--- config.mk ---
export PLATFORM = sky130hd
export DESIGN_NAME = fifo_push_arbiter
export DESIGN_NICKNAME = d
export VERILOG_FILES = /design/src/rtl/fifo_arb_pkg.sv /design/src/rtl/fifo_push_arbiter_rr_pick.sv /design/src/rtl/fifo_push_arbiter.sv
export SDC_FILE = /design/constraint.sdc
export NUM_CORES = 1
export LEC_CHECK = 0
export CAP_MARGIN = 20
export CORE_AREA = 2 2 133 135
export CTS_CLUSTER_SIZE = 14
export DETAILED_ROUTE_END_ITERATION = 8
export DIE_AREA = 0 0 135 137
export GPL_TIMING_DRIVEN = 1
export PLACE_DENSITY = 0.57
export SYNTH_ARGS = -nofsm -noshare
export SYNTH_HDL_FRONTEND = slang
export SYNTH_HIERARCHICAL = 1
export SYNTH_SLANG_ARGS = --single-unit
export TNS_END_PERCENT = 50
--- constraint.sdc ---
create_clock -name CLK -period 2.8 [get_ports CLK]
set_input_delay 0.28 -clock CLK [delete_from_list [all_inputs] [get_ports CLK]]
set_output_delay 0.28 -clock CLK [all_outputs]
set_load 0.03 [all_outputs]
--- src/rtl/fifo_arb_pkg.sv ---
`default_nettype none
// +----------------------------------------------------------------------+
// | fifo_arb_pkg                                                         |
// | Shared state encoding and pointer helper for fifo_push_arbiter.      |
// | Rev 1.0                                                              |
// +----------------------------------------------------------------------+
package fifo_arb_pkg;

  typedef enum logic [0:0] {
    ARB_IDLE = 1'b0,
    ARB_LOCK = 1'b1
  } arb_state_t;

  // Advance a round-robin pointer, wrapping nreq-1 back to 0.
  function automatic int rr_next(input int ptr, input int nreq);
    return (ptr + 1 >= nreq) ? 0 : ptr + 1;
  endfunction

endpackage

`default_nettype wire

--- src/rtl/fifo_push_arbiter_rr_pick.sv ---
`default_nettype none
// +----------------------------------------------------------------------+
// | rr_pick                                                              |
// | Combinational round-robin pick: rotate, priority-encode, un-rotate.  |
// | Rev 1.0                                                              |
// +----------------------------------------------------------------------+
module rr_pick #(
  parameter int NREQ = 4,
  parameter int IW   = 2
) (
  input  logic [NREQ-1:0] i_req,
  input  logic [IW-1:0]   i_ptr,
  output logic [NREQ-1:0] o_grant,
  output logic [IW-1:0]   o_idx,
  output logic            o_any
);

  logic [2*NREQ-1:0] w_dbl;
  logic [NREQ-1:0]   w_rot;
  logic [IW-1:0]     w_off;
  logic              w_hit;
  logic [IW:0]       w_sum;
  logic [IW:0]       w_wrap;

  // Rotating right by the pointer puts the highest-priority requester at bit 0.
  assign w_dbl = {i_req, i_req} >> i_ptr;
  assign w_rot = w_dbl[NREQ-1:0];

  always_comb begin
    w_off = '0;
    w_hit = 1'b0;
    for (int k = NREQ - 1; k >= 0; k--) begin
      if (w_rot[k]) begin
        w_off = IW'(k);
        w_hit = 1'b1;
      end
    end
  end

  assign w_sum  = {1'b0, i_ptr} + {1'b0, w_off};
  assign w_wrap = (w_sum >= (IW+1)'(NREQ)) ? (w_sum - (IW+1)'(NREQ)) : w_sum;

  always_comb begin
    o_any   = w_hit;
    o_idx   = '0;
    o_grant = '0;
    if (w_hit) begin
      o_idx   = w_wrap[IW-1:0];
      o_grant = NREQ'(1) << w_wrap[IW-1:0];
    end
  end

endmodule

`default_nettype wire

--- src/rtl/fifo_push_arbiter.sv ---
`default_nettype none
// +----------------------------------------------------------------------+
// | fifo_push_arbiter                                                    |
// | Round-robin share of one FIFO push port among NREQ requesters.       |
// | Optional burst lock: define PUSH_ARB_LOCK_EN.                        |
// | Rev 1.0                                                              |
// +----------------------------------------------------------------------+
module fifo_push_arbiter
  import fifo_arb_pkg::*;
#(
  parameter int NREQ = 4,
  parameter int DW   = 64,
  parameter int IW   = 2
) (
  input  logic               CLK,
  input  logic               RSTn,
  input  logic               flush,
  input  logic [NREQ-1:0]    req_valid,
  input  logic [NREQ*DW-1:0] req_data,
  input  logic [NREQ-1:0]    req_last,
  output logic [NREQ-1:0]    req_ready,
  input  logic               fifo_full,
  output logic               fifo_push,
  output logic [DW-1:0]      data_push,
  output logic [IW-1:0]      grant_id,
  output logic               grant_vld
);

  logic [IW-1:0]   r_rr_ptr;
  logic [IW-1:0]   w_rr_ptr_nxt;
  logic [IW-1:0]   w_rr_inc;
  logic [NREQ-1:0] w_elig;
  logic [NREQ-1:0] w_grant;
  logic [IW-1:0]   w_idx;
  logic            w_any;

`ifdef PUSH_ARB_LOCK_EN
  arb_state_t    r_state;
  arb_state_t    w_state_nxt;
  logic [IW-1:0] r_owner;
  logic [IW-1:0] w_owner_nxt;

  // While locked only the burst owner may win; a silent owner still holds the port.
  always_comb begin
    w_elig = req_valid;
    if (r_state == ARB_LOCK) begin
      w_elig = req_valid & (NREQ'(1) << r_owner);
    end
  end
`else
  logic w_unused_last;

  assign w_unused_last = ^req_last;
  assign w_elig        = req_valid;
`endif

  rr_pick #(
    .NREQ (NREQ),
    .IW   (IW)
  ) u_pick (
    .i_req   (w_elig),
    .i_ptr   (r_rr_ptr),
    .o_grant (w_grant),
    .o_idx   (w_idx),
    .o_any   (w_any)
  );

  assign grant_vld = w_any;
  assign grant_id  = w_idx;
  assign fifo_push = w_any & ~fifo_full & ~flush;
  assign req_ready = {NREQ{fifo_push}} & w_grant;

  always_comb begin
    data_push = '0;
    for (int i = 0; i < NREQ; i++) begin
      if (w_grant[i]) begin
        data_push = req_data[DW*i +: DW];
      end
    end
  end

  assign w_rr_inc = IW'(rr_next(int'(w_idx), NREQ));

`ifdef PUSH_ARB_LOCK_EN
  always_comb begin
    w_rr_ptr_nxt = r_rr_ptr;
    w_state_nxt  = r_state;
    w_owner_nxt  = r_owner;
    if (flush) begin
      w_rr_ptr_nxt = '0;
      w_state_nxt  = ARB_IDLE;
      w_owner_nxt  = '0;
    end else if (fifo_push) begin
      case (r_state)
        ARB_IDLE: begin
          if (req_last[w_idx]) begin
            w_rr_ptr_nxt = w_rr_inc;
          end else begin
            w_state_nxt = ARB_LOCK;
            w_owner_nxt = w_idx;
          end
        end
        ARB_LOCK: begin
          // Pointer moves past the owner only once its burst completes.
          if (req_last[r_owner]) begin
            w_state_nxt  = ARB_IDLE;
            w_rr_ptr_nxt = w_rr_inc;
          end
        end
        default: begin
          w_state_nxt = ARB_IDLE;
        end
      endcase
    end
  end

  always_ff @(posedge CLK or negedge RSTn) begin
    if (!RSTn) begin
      r_state <= ARB_IDLE;
      r_owner <= '0;
    end else begin
      r_state <= w_state_nxt;
      r_owner <= w_owner_nxt;
    end
  end
`else
  always_comb begin
    w_rr_ptr_nxt = r_rr_ptr;
    if (flush) begin
      w_rr_ptr_nxt = '0;
    end else if (fifo_push) begin
      w_rr_ptr_nxt = w_rr_inc;
    end
  end
`endif

  always_ff @(posedge CLK or negedge RSTn) begin
    if (!RSTn) begin
      r_rr_ptr <= '0;
    end else begin
      r_rr_ptr <= w_rr_ptr_nxt;
    end
  end

endmodule

`default_nettype wire

# Word level (Yosys, flattened, before mapping)

Cells that the tools add are included.

Flip-flop bits (word level): 2
Input bits: 268

Reduce and logical (&&, ||, !) cells: 1
Muxes and demuxes: 18
Magnitude comparators: 2
Bitwise operators: 5
Shift operators: 2
Add/sub/neg operators: 3

Operators by type and width:

| cell                                             | number |
|---|---|
| 2-to-1 mux 64 bit                                | 4 |
| 2-to-1 mux 2 bit                                 | 9 |
| >> shifter 8 x 2 -> 4 bit                        | 1 |
| >= comparator 3 bit, second input constant       | 2 |
| bitwise AND 4 bit                                | 1 |
| 2-to-1 mux 1 bit                                 | 4 |
| 2-to-1 mux 4 bit                                 | 1 |
| left shift 1 x 2 -> 4 bit, first input constant  | 1 |
| adder 2 x 1 -> 3 bit, second input constant      | 1 |
| adder 2 x 2 -> 3 bit                             | 1 |
| bitwise AND 1 bit                                | 2 |
| inverter 1 bit                                   | 2 |
| nonzero test 2 bit                               | 1 |
| subtractor 2 x 1 -> 2 bit, second input constant | 1 |

# Longest topological paths before layout

Gate-level depths: netlist of run 1.

Depth after elaboration: 14
Mapped depth: 14
Gate-level depth less buffers: 11

# By module

Netlist of run 1, hierarchy kept.

Modules (own cells, without submodules):

| module            | times used | cells each | area each (um^2) | sequential area each (um^2) |
|---|---|---|---|---|
| fifo_push_arbiter | 1          | 245        | 1,582.8          | 50.0 |
| rr_pick           | 1          | 40         | 295.3            | 0.0 |

# Worst setup path after synthesis of run 1

Ideal clock, no wire load.

Path type: flip-flop to output port
Start: reg r_rr_ptr[0]
End: out req_ready[3]
Setup slack: -0.936 ns
Stages on the path, launching flop included: 13
Arrival: 3.456 ns
Path through: dfrtp_1 -> buf_2 -> or3b_1 -> a21oi_1 -> a21oi_1 -> nand3_1 -> ha_1 -> nor2b_1 -> nand2_1 -> mux2i_1 -> inv_2 -> clkbuf_1 -> nor3_1

Longest elaborated chain between the ends: 11

RTL lines:

| element                                                                 | RTL line                        | source |
|---|---|---|
| start, declared                                                         | fifo_push_arbiter.sv:29         | `logic [IW-1:0] r_rr_ptr;` |
| start signal, assigned                                                  | fifo_push_arbiter.sv:141        | `r_rr_ptr <= w_rr_ptr_nxt;` |
| >> shifter 8 x 2 -> 4 bit                                               | fifo_push_arbiter_rr_pick.sv:26 | `assign w_dbl = {i_req, i_req} >> i_ptr;` |
| 2-to-1 mux 2 bit (4 in a row)                                           | fifo_push_arbiter_rr_pick.sv:33 | `if (w_rot[k]) begin` |
| adder 2 x 2 -> 3 bit                                                    | fifo_push_arbiter_rr_pick.sv:40 | `assign w_sum = {1'b0, i_ptr} + {1'b0, w_off};` |
| >= comparator 3 bit / subtractor 2 x 1 -> 2 bit (equally long branches) | fifo_push_arbiter_rr_pick.sv:41 | `assign w_wrap = (w_sum >= (IW+1)'(NREQ)) ? (w_sum - (IW+1)'(NREQ)) : w_sum;` |
| 2-to-1 mux 2 bit                                                        | fifo_push_arbiter_rr_pick.sv:41 |  |
| left shift 1 x 2 -> 4 bit                                               | fifo_push_arbiter_rr_pick.sv:49 | `o_grant = NREQ'(1) << w_wrap[IW-1:0];` |
| 2-to-1 mux 4 bit (*)                                                    | fifo_push_arbiter_rr_pick.sv:47 | `if (w_hit) begin` |
| net w_grant[3]                                                          | fifo_push_arbiter.sv:33         | `logic [NREQ-1:0] w_grant;` |
| bitwise AND 4 bit (*)                                                   | fifo_push_arbiter.sv:71         | `assign req_ready = {NREQ{fifo_push}} & w_grant;` |
| end, declared                                                           | fifo_push_arbiter.sv:21         | `output logic [NREQ-1:0] req_ready,` |

The timed path passes the listed nets; every way through them passes the cells marked *.

# Worst setup path after layout of run 1

Start: reg r_rr_ptr[0]
End: out data_push[23]

Longest elaborated chain between the ends: 14

RTL lines:

| element                                                                 | RTL line                        | source |
|---|---|---|
| >> shifter 8 x 2 -> 4 bit                                               | fifo_push_arbiter_rr_pick.sv:26 |  |
| 2-to-1 mux 2 bit (4 in a row)                                           | fifo_push_arbiter_rr_pick.sv:33 |  |
| adder 2 x 2 -> 3 bit                                                    | fifo_push_arbiter_rr_pick.sv:40 |  |
| >= comparator 3 bit / subtractor 2 x 1 -> 2 bit (equally long branches) | fifo_push_arbiter_rr_pick.sv:41 |  |
| 2-to-1 mux 2 bit                                                        | fifo_push_arbiter_rr_pick.sv:41 |  |
| left shift 1 x 2 -> 4 bit                                               | fifo_push_arbiter_rr_pick.sv:49 |  |
| 2-to-1 mux 4 bit (*)                                                    | fifo_push_arbiter_rr_pick.sv:47 |  |
| net w_grant[0]                                                          | fifo_push_arbiter.sv:33         |  |
| 2-to-1 mux 64 bit (*) (4 in a row)                                      | fifo_push_arbiter.sv:76         | `if (w_grant[i]) begin` |
| end, declared                                                           | fifo_push_arbiter.sv:24         | `output logic [DW-1:0] data_push,` |

Marked as above.

==> results.yml, run 1 <==
status:
  status: "finished, violations left"
  violations: "negative setup slack"
critical_path:
  start_kind: "register"
  crit_buf_inv: 3
  path_common_cell: "a21oi_2"
  cp-startpoint: "r_rr_ptr[0]"
  critical_path_arrival_ns: 3.11
  slowest_stage: "or3b_1"
  crit_required_ns: 2.52
  cp_max_fo: 5
  cpPeakStageDelay_ns: 0.41
  criticalPathCategory: "reg2out"
  crit_family: "simple AND/OR/NAND/NOR gates"
  worstPathCellList: "or3b_1 > a21oi_2 > a21oi_2 > nand3_2 > ha_4 > xnor2_4 > or3_4 > mux2i_2 > nor2b_4 > buf_6 > buf_12 > a22oi_2 > a21oi_2 > buf_12"
  worstReg2RegStart: "r_rr_ptr[0]"
  critPathCaptureType: "output pin"
sta:
  rsz0062_at_grt: "yes"
  fmax_mhz: 295
  hold_slack_ns: 0.225
  setup_viol: 68
  layout_setup_ws_ns: -0.586
  worstMarginPinSlew_ns: 0.464
  fin_skew_ns: 0.00410
  finalCriticalPeriod_ns: 3.39
  report.final.slew_viol_count: 0
  maxSlewHeadroom_pct: 69.0
  hold_violations: 0
  finalCritPeriodShare_pct: 121
drt:
  postRouteAntennaNets: 0
  routed_via_density: 4.59
  vias: 4009
  drt_first_pass_iters: 4
  drt_iter0_drc: 170
  drc: 0
  wire_per_inst_um: 17.7
  drt-total-wl_um: 15400
yosys:
  netlist_area_sq_um: 1880
  synthTopCellsByCount: "65 x a21oi_1, 64 x o22ai_1, 63 x a22oi_1"
  synthesis.nets: 554
  synth-edff-count: 0
  ys_seq_area_share_pct: 2.66
  synth.avg_cell_area_sq_um: 6.59
  synthArstFlopShare_pct: 100
  synth_most_common_cell: "a21oi_1"
  synthFlopType: "dfrtp_1"
  syn_inst: 285
  ys_ff_latch: 2
  synth_area_leader_cell: "a22oi_1"
  ys_warn_count: 6
  synth_top_area_share_pct: 25.2
  synth_area_leaders: "a22oi_1 25%, o22ai_1 21%, a21oi_1 17%"
  yosysUniqueCellTypes: 37
global_routing:
  antenna_found_initial: 0
  grt_pass1_vias: 4113
  grt_usage_pct: 14.2
  grt_pass1_wl_um: 21000
  grt-ovfl-total: 0
  grt_max_degree: 27
cells_and_area:
  fin_nets: 919
  drive_gt1_share_pct: 34.6
  regMostFlops: "r_rr_ptr"
  syn_to_final_growth_pct: 246
  final_cell_area_sq_um: 6490
  reg_top3: "r_rr_ptr x2"
  largest_register_ffs: 2
  post-route-util_pct: 38.1
  final_cells: 873
  antenna_cells: 0
power_and_ir_drop:
  p_leak_nw: 2.45
  vdd_drop_max_uv: 951
  p_per_area_nw_per_um2: 1400
floorplan:
  rows: 48
  ios: 340
  core-area_sq_um: 17100
  die_height_um: 137
  die_w_um: 135
  fp.dieArea_sq_um: 18500
  start_util_pct: 11.0
placement:
  dpl.hpwl_um: 11800
  placed_area_sq_um: 5790
  dp_cells: 854
  io_buffers: 335
  post-place-ws_ns: -0.765
  gp_congestion: 0.790
clock_tree:
  clk_pin_slew_ns: 0.03
  ctsHoldBuffers: 0
  htree_levels: 1
  cts_root_buffer: "clkbuf_16"
  tritoncts: "done"
  clk_latency_ns: 0.22
  clockBufferDepth: 2
  cts.sinks: 2
  numCtsBuffers: 3
run:
  max-cap-violations: 0
hold_path:
  hold_path_class: "in2async"
power breakdown:
part / switching (W) / internal, W / total (W)
sequential: 0.0000101 / 0.0000367 / 0.0000467
clock: 0.0000362 / 0.000182 / 0.000218
combinational: 0.00479 / 0.00402 / 0.00881
placed cells by master, fill, tap and decap left out, types with 4 or more instances in the layout:
| cell | count |
|---|---|
| nand2_1 | 5 |
| nand2b_1 | 4 |
| a21oi_1 | 24 |
| a22oi_1 | 35 |
| clkdlybuf4s50_1 | 260 |
| a22oi_2 | 28 |
| nor3b_1 | 4 |
| buf_12 | 15 |
| o22ai_1 | 62 |
| a21oi_2 | 40 |
| clkbuf_16 | 7 |
| buf_4 | 67 |
| nor2_1 | 6 |
| buf_6 | 42 |
what timing repair did:
item,in CTS,in global routing
gates cloned,1,5
pin swaps,11,47
resized for setup,46,60
setup endpoints to repair,69,69
buffers inserted,7,4
layer usage:
layer	global-route usage [%]	wire length (um)	up-vias	part of all wire [%]
li1	-	-	1912	-
met1	15.8	5820	1840	38
met2	27.5	8010	236	52
met3	2.89	1330	21	8.6
met4	3.47	254	0	1.6
met5	0	0	-	0
area by class of cell:
class	count	area [sq um]
inverter	3	11.3
multi-input combinational	244	2000
fill	1688	10600
clock buffer	3	75.1
sequential	2	50.0
timing repair buffer	396	4070
tap	225	282
final timing paths:
path                                  to  slack [ns]  cells after the start
min reg2reg                  r_rr_ptr[0]        0.72                      3
min in group CLK             r_rr_ptr[1]        0.69                      2
max reg2reg                  r_rr_ptr[1]        0.39                     13
max in group asynchronous    r_rr_ptr[0]        2.45                      1
min                          r_rr_ptr[1]        0.22                      1
max                        data_push[23]       -0.59                     14
cell families after synthesis:
family	after synthesis	synth area share [%]
AO/OA/AOI/OAI	198	67.1
XOR/XNOR	2	0.933
adder cells (fa/ha/maj)	1	0.666
buffers and inverters	39	13.4
flip-flops	2	2.66
multiplexers	7	4.00
AND/OR/NAND/NOR	36	11.3
through the flow:
step	power, W	setup TNS (ns)
2_1_floorplan	0.00451	-23.62
3_3_place_gp	0.00760	-45.90
3_5_place_dp	0.00763	-44.86
4_1_cts	0.00843	-30.97
5_1_grt	0.00954	-45.73
6_report	0.00908	-33.76
Note: power is estimated with default switching activity, not from simulation.
==> run 2: changes to the inputs <==
--- a/config.mk
+++ b/config.mk
@@ -10,7 +10,6 @@
 export CTS_CLUSTER_SIZE = 14
 export DETAILED_ROUTE_END_ITERATION = 8
 export DIE_AREA = 0 0 135 137
-export GPL_TIMING_DRIVEN = 1
 export PLACE_DENSITY = 0.57
 export SYNTH_ARGS = -nofsm -noshare
 export SYNTH_HDL_FRONTEND = slang
==> results of run 2 <==
No change in the layout: final DEF, timing and power equal those of run 1.
==> run 3: changes to the inputs <==
--- a/config.mk
+++ b/config.mk
@@ -10,7 +10,6 @@
 export CTS_CLUSTER_SIZE = 14
 export DETAILED_ROUTE_END_ITERATION = 8
 export DIE_AREA = 0 0 135 137
-export PLACE_DENSITY = 0.57
 export SYNTH_ARGS = -nofsm -noshare
 export SYNTH_HDL_FRONTEND = slang
 export SYNTH_HIERARCHICAL = 1
==> results.yml, run 3 (synthesized netlist as in run 1, its figures left out) <==
clock_tree:
  cts_root_buffer: "clkbuf_16"
  ctsHoldBuffers: 0
  clockBufferDepth: 2
  cts.sinks: 2
  clk_latency_ns: 0.22
  clk_pin_slew_ns: 0.03
  numCtsBuffers: 3
  htree_levels: 1
  tritoncts: "done"
critical_path:
  r2r_setup_slack_ns: 0.32
  critPathCaptureType: "output pin"
  criticalPathCategory: "reg2out"
  crit_buf_inv: 3
  cpPeakStageDelay_ns: 0.41
  slowest_stage: "dfrtp_2"
  crit_family: "simple AND/OR/NAND/NOR gates"
  crit_required_ns: 2.52
  start_kind: "register"
  cp.depth: 14
  cp_max_fo: 16
  worstPathCellList: "or3b_1 > a21oi_1 > a21oi_1 > nand3_1 > ha_4 > xnor2_4 > or3_4 > mux2i_2 > nor2b_4 > buf_6 > buf_12 > a22oi_1 > a21oi_2 > buf_12"
  r2r_cells: 14
  critical_path_arrival_ns: 3.14
cells_and_area:
  syn_to_final_growth_pct: 271
  regMostFlops: "r_rr_ptr"
  post-route-util_pct: 40.9
  fin_nets: 937
  layout_common_cells: "261 x clkdlybuf4s50_1, 64 x buf_4, 54 x o22ai_1"
  mostFrequentLayoutCell: "clkdlybuf4s50_1"
  drive_gt1_share_pct: 40.2
  largest_register_ffs: 2
  reg_top3: "r_rr_ptr x2"
  antenna_cells: 0
  final_cells: 891
placement:
  dpl.hpwl_um: 12000
  io_buffers: 335
  dp_cells: 866
  gp_congestion: 0.719
sta:
  fin_skew_ns: 0.000387
  hold_slack_ns: 0.233
  layout_setup_ws_ns: -0.617
  report.final.slew_viol_count: 0
  rsz0062_at_grt: "yes"
  tns_ns: -35.37
  hold_violations: 0
  fmax_mhz: 293
  finalCritPeriodShare_pct: 122
  maxSlewHeadroom_pct: 77.2
  worstMarginPinSlew_ns: 0.341
  finalCriticalPeriod_ns: 3.42
  setup_viol: 68
power_and_ir_drop:
  vdd_drop_max_uv: 1150
  p_per_area_nw_per_um2: 1430
  p_leak_nw: 2.62
  total_power_w: 0.00994
floorplan:
  die_w_um: 135
  die_height_um: 137
  ios: 340
  start_util_pct: 11.0
  core-area_sq_um: 17100
  rows: 48
  fp.dieArea_sq_um: 18500
drt:
  routed_via_density: 4.56
  wire_per_inst_um: 18.0
  drc: 0
  postRouteAntennaNets: 0
  drt-total-wl_um: 16000
  drt_first_pass_iters: 4
  drt_iter0_drc: 73
  vias: 4065
global_routing:
  grt_max_degree: 32
  grt-ovfl-total: 0
  grt_pass1_vias: 4129
  grt_usage_pct: 15.4
  grt_pass1_wl_um: 22200
  antenna_found_initial: 0
hold_path:
  hold_path_class: "in2async"
status:
  status: "finished, violations left"
  violations: "negative setup slack"
run:
  max-cap-violations: 0
==> run 3: cell types whose count changed in the layout (fill, tap and decap cells not counted), moves of 4 or more <==
cell	delta
buf_6	+10
a22oi_2	+13
clkbuf_16	-4
buf_12	+9
a22oi_1	-13
o22ai_2	+6
o22ai_1	-8
==> run 3: final timing paths <==
| kind | start | endpoint |
|---|---|---|
| max | r_rr_ptr[0] | data_push[55] |
| min | RSTn | r_rr_ptr[0] |
| max reg2reg | r_rr_ptr[0] | r_rr_ptr[1] |
| min reg2reg | r_rr_ptr[1] | r_rr_ptr[1] |
| max in group asynchronous | RSTn | r_rr_ptr[0] |
| min in group CLK | flush | r_rr_ptr[0] |
==> run 3: repair_timing <==
item / CTS / global route
pin swaps: 46 / 38
endpoints found under the setup margin: 69 / 69
resized for setup: 93 / 65
gates cloned: 6 / 0
endpoints found under the hold margin: 0 / 0
buffers inserted: 14 / 5
==> run 3: per-layer routing <==
metal  global-route usage, %  share of wire, %
met1                    17.8                39
met2                    29.2                51
met3                    3.78               8.9
met4                    2.43              0.64
met5                       0                 0
==> run 3: per-stage QoR <==
stage	worst slack (ns)	cell area, sq um
floorplan	-0.582	2050
detailed placement	-0.788	5930
global placement	-0.789	5930
finish	-0.617	6970
global route	-0.732	6970
CTS	-0.666	6690
==> run 3: layout make-up <==
| class | instances | area (sq um) |
|---|---|---|
| fillers | 1708 | 10100 |
| repair buffers | 414 | 4370 |
| inverters | 3 | 13.8 |
| multi-input cells | 244 | 2170 |
| clock buffers | 3 | 75.1 |
| well taps | 225 | 282 |
| flip-flops and latches | 2 | 51.3 |
==> run 3: power breakdown <==
group / switching (W) / internal (W)
logic: 0.00505 / 0.00464
registers: 0.00000931 / 0.0000371
clock network: 0.0000280 / 0.000181
